**config.mk**
```make
export PLATFORM = sky130hd
export DESIGN_NAME = imem_loader
export DESIGN_NICKNAME = d
export VERILOG_FILES = /design/src/rtl/imem_loader.sv
export SDC_FILE = /design/constraint.sdc
export NUM_CORES = 1
export LEC_CHECK = 0
export ABC_AREA = 1
export CAP_MARGIN = 10
export CORE_MARGIN = 8
export CORE_UTILIZATION = 56
export CTS_CLUSTER_DIAMETER = 60
export CTS_CLUSTER_SIZE = 30
export DETAILED_ROUTE_END_ITERATION = 8
export PLACE_DENSITY = 0.92
export SETUP_SLACK_MARGIN = 0.1
export SLEW_MARGIN = 20
export SYNTH_ARGS = -nofsm -noshare
export SYNTH_HDL_FRONTEND = slang
export SYNTH_SLANG_ARGS = --single-unit
```
**constraint.sdc**
```tcl
create_clock -name clk -period 2.3 [get_ports clk]
set_clock_uncertainty 0.2 [all_clocks]
set_input_delay 0.46 -clock clk [delete_from_list [all_inputs] [get_ports clk]]
set_output_delay 0.46 -clock clk [all_outputs]
set_load 0.02 [all_outputs]
```
**src/rtl/imem_loader.sv**
```systemverilog
// Streams a length-prefixed, big-endian word image into instruction memory and holds the core in reset until it is loaded.
// Optional trailer checksum verification: define IMEM_LOADER_CHECKSUM_EN.
module imem_loader #(
    parameter int ADDR_W = 8
) (
    input  logic              clk,
    input  logic              reset,
    input  logic              in_valid,
    input  logic [7:0]        in_byte,
    output logic              in_ready,
    output logic              imem_we,
    output logic [ADDR_W-1:0] imem_addr,
    output logic [31:0]       imem_wdata,
    output logic              cpu_reset,
    output logic              done,
    output logic              error
);

    typedef enum logic [2:0] {HDR, DATA, CSUM, RUN, ERR} state_t;

    localparam logic [16:0] MAX_WORDS = 17'(1) << ADDR_W;

    state_t      state, state_nxt;
    logic        live;      // low until the first edge after reset release
    logic [1:0]  bcnt;
    logic [16:0] n_words;
    logic [16:0] widx;
    logic [23:0] shreg;
`ifdef IMEM_LOADER_CHECKSUM_EN
    logic [31:0] csum_acc;
`endif

    logic        take;
    logic [31:0] word_full;
    logic [15:0] hdr;
    logic        last_word;

    assign take      = in_valid & in_ready;
    assign word_full = {shreg, in_byte};
    assign hdr       = {shreg[7:0], in_byte};
    assign last_word = (widx + 17'd1) == n_words;

    always_ff @(posedge clk or negedge reset) begin
        if (!reset) state <= HDR;
        else        state <= state_nxt;
    end

    always_comb begin
        state_nxt = state;
        in_ready  = 1'b0;
        cpu_reset = 1'b1;
        done      = 1'b0;
        error     = 1'b0;
        case (state)
            HDR: begin
                in_ready = live;
                if (take && bcnt == 2'd1) begin
                    if ({1'b0, hdr} > MAX_WORDS) state_nxt = ERR;
                    else if (hdr != 16'd0)       state_nxt = DATA;
                    else                         state_nxt = CSUM;
                end
            end
            DATA: begin
                in_ready = 1'b1;
                if (take && bcnt == 2'd3 && last_word) state_nxt = CSUM;
            end
            CSUM: begin
`ifdef IMEM_LOADER_CHECKSUM_EN
                in_ready = 1'b1;
                if (take && bcnt == 2'd3)
                    state_nxt = (word_full == csum_acc) ? RUN : ERR;
`else
                // no trailer is consumed; one cycle here keeps cpu_reset high past the last write
                state_nxt = RUN;
`endif
            end
            RUN: begin
                cpu_reset = 1'b0;
                done      = 1'b1;
            end
            ERR: error = 1'b1;
            default: state_nxt = HDR;
        endcase
    end

    always_ff @(posedge clk or negedge reset) begin
        if (!reset) begin
            live       <= 1'b0;
            bcnt       <= 2'd0;
            n_words    <= 17'd0;
            widx       <= 17'd0;
            shreg      <= 24'd0;
            imem_we    <= 1'b0;
            imem_addr  <= '0;
            imem_wdata <= 32'd0;
`ifdef IMEM_LOADER_CHECKSUM_EN
            csum_acc   <= 32'd0;
`endif
        end else begin
            live    <= 1'b1;
            imem_we <= 1'b0;
            if (take) begin
                shreg <= word_full[23:0];
                bcnt  <= bcnt + 2'd1;
                case (state)
                    HDR: if (bcnt == 2'd1) begin
                        n_words <= {1'b0, hdr};
                        bcnt    <= 2'd0;
                    end
                    DATA: if (bcnt == 2'd3) begin
                        imem_we    <= 1'b1;
                        imem_wdata <= word_full;
                        imem_addr  <= widx[ADDR_W-1:0];
                        widx       <= widx + 17'd1;
`ifdef IMEM_LOADER_CHECKSUM_EN
                        csum_acc   <= csum_acc + word_full;
`endif
                    end
                    default: ;
                endcase
            end
        end
    end

endmodule

```
==> flow_summary.toml <==
[yosys]
synth_top_area_cell = "dfrtp_1"
async_reset_ff_share_pct = 100
synthCells = 577
yosysSeqAreaShare_pct = 54.8
avgSynthCellArea_um2 = 8.22
synth_warnings = 0
ys_seq_elements = 104
syn_nets = 589
synth_edf_count = 0
synth.top_cell.area_share_pct = 54.8
yosysUniqueCellTypes = 31
synth_area_um2 = 4750
yosys-top-cells-area = "dfrtp_1 55%, nand2_1 16%, o21ai_0 8.1%"
yosys_most_used_dff = "dfrtp_1"

[placed_design]
hpwl_mm = 8.41
dpl_cell_area_um2 = 5450
placed_cells = 731
gp_congestion = 0.869
io_buffers = 55

[critical_path]
cp-start-kind = "register"
cpMostUsedCell = "nand2_1"
critPathMaxStageDelay_ns = 0.42
worstPathArrival_ns = 2.20
slowest_stage = "dfrtp_1"
worstPathMaxFanout = 4
path_class = "reg2reg"
crit_chain = "ha_4 > nand3_4 > nor2_4 > nand4_1 > nand2_1 > nand2_1 > nand2_1 > nand2_1 > nor2_2 > nand3_2 > nand2_2 > nand2_1 > nand2_1 > nand2_1"
required_ns = 2.37
end_kind = "register"

[cells_and_area]
syn_to_final_growth_pct = 23.2
finalNonFillerCells = 758
fin_nets = 660
drive_above_1_share_pct = 12.6
diodes = 0
nFillCells = 581
final_common_cell = "nand2_1"
regArea_um2 = 2610
design_area_um2 = 5850
layout_common_cells = "189 x nand2_1, 102 x dfrtp_1, 76 x o21ai_0, 67 x inv_1, 50 x clkdlybuf4s50_1"
multi_input_area_um2 = 1900
utilization_pct = 71.2

[power_and_ir_drop]
power_density_nw_per_um2 = 832
ir_drop_mv = 0.510
leakagePower_nw = 2.76
power_mw = 4.87

[floorplanning]
design.die.area_um2 = 11700
die_y_um = 108
ios = 56
row_count = 33
core_area_um2 = 8220
initial_core_util_pct = 57.8
die_w_um = 108

[run]
cap_violations = 0

[clock_tree]
htreeDepth = 3
cts_inserted_buffers = 9
cts_tree = "yes"
clock_path_buffers = 2
path_clk_slew_ns = 0.11
cts_root_buf = "clkbuf_8"
cts.sinks = 104
worstSkewPairLatency_ns = 0.37

[outcome]
status = "completed"

[sta]
period_needed_ns = 2.13
hold_viol_final = 0
slew_viol_final = 0
finalCritPeriodShare_pct = 92.7
max_freq_mhz = 469
holdWs_ns = 0.290
rsz0062_at_grt = "true"
finalSetupViolations = 0

[route]
drt_pass1_iterations = 5
viasPerCell = 5.41
drc_errors = 0
dr.first_iter.drc_count = 272
vias = 4098
routedWlPerCell_um = 15.3
wirelength_mm = 11.6
antenna_left = 0

[grt]
overflow = 0
grt_pass1_vias = 3887
grt_start_max_net_pins = 50
track_usage_pct = 20.5
antenna_found_initial = 0
grt_pass1_wl_mm = 19.1

[min_path]
hold_path_class = "reg2reg"
path summary, 6_finish.rpt:
check                           startpoint        endpoint  slack [ns]  cells past startpoint
worst max-delay path               widx[1]        state[0]        0.17                     14
worst min-delay path             shreg[21]  imem_wdata[29]        0.29                      2
worst max register to register     widx[1]        state[0]        0.17                     14
worst min register to register   shreg[21]  imem_wdata[29]        0.29                      2
max in group asynchronous            reset         widx[8]        0.86                      3
min in group asynchronous            reset  imem_wdata[24]        0.36                      2
cell usage after synthesis, types with 2 or more instances:
cell type	n
inv_1	67
dfrtp_1	104
o21ai_0	77
nor2_1	23
nand3b_1	4
o21ai_1	12
xor2_1	3
clkbuf_1	11
buf_4	2
nand2_1	198
nand2_2	2
nor2_2	7
nor2_4	4
nand3_1	33
nand4_1	11
buf_6	4
power breakdown:
| part | total [mW] | switching, mW | internal, mW |
|---|---|---|---|
| Clock | 1.12 | 0.698 | 0.425 |
| Combinational | 1.21 | 0.770 | 0.438 |
| Sequential | 2.54 | 0.300 | 2.24 |
critical path: cells and delay by family (launching register included):
family	cells	cell delay, ns
DFF	1	0.42
adders and majority gates	1	0.20
and+or+nand+nor	13	1.21
timing repair:
action | CTS | global route
gates resized for setup | 5 | 36
pin swaps | 1 | 21
setup buffers | 2 | 8
setup endpoints to repair | 6 | 6
endpoints found under the hold margin | 32 | 0
hold buffers | 1 | 0
layout make-up:
class / instances / area share (%)
Clock buffer: 9 / 2.12
Clock inverter: 7 / 1.31
Inverter: 69 / 4.43
Multi-Input combinational cell: 386 / 32.5
Sequential cell: 104 / 44.6
Tap cell: 105 / 2.25
Timing Repair Buffer: 78 / 12.9
per-layer routing:
metal	GRT usage, %	wire length, µm
met3	3.63	503
met1	26.6	4950
met5	0	0
met4	8.13	281
met2	33.6	5880
registers in the layout, indices dropped and copies added (netlist names):
name / count
imem_we: 1
live: 1
shreg: 24
state: 3
imem_wdata: 32
n_words: 16
bcnt: 2
widx: 17
imem_addr: 8
through the flow:
step | worst slack [ns] | setup TNS [ns]
2_1_floorplan | 0.326 | 0
3_3_place_gp | 0.0955 | 0
3_5_place_dp | 0.0656 | 0
4_1_cts | 0.106 | 0
5_1_grt | -0.00490 | -0.00490
6_report | 0.168 | 0
cell families (layout without fill, tap and decap cells):
group,after synthesis,in the layout,share of synthesized area (%)
DFF,104,104,54.8
xor gates and xnor gates,5,5,1.21
adders and majority gates,1,1,0.264
AOI/OAI and AO/OA,92,92,9.83
other,1,1,0.0790
and+or+nand+nor,287,287,26.1
buffers and inverters,87,163,7.70
(Power assumes the default switching activity.)
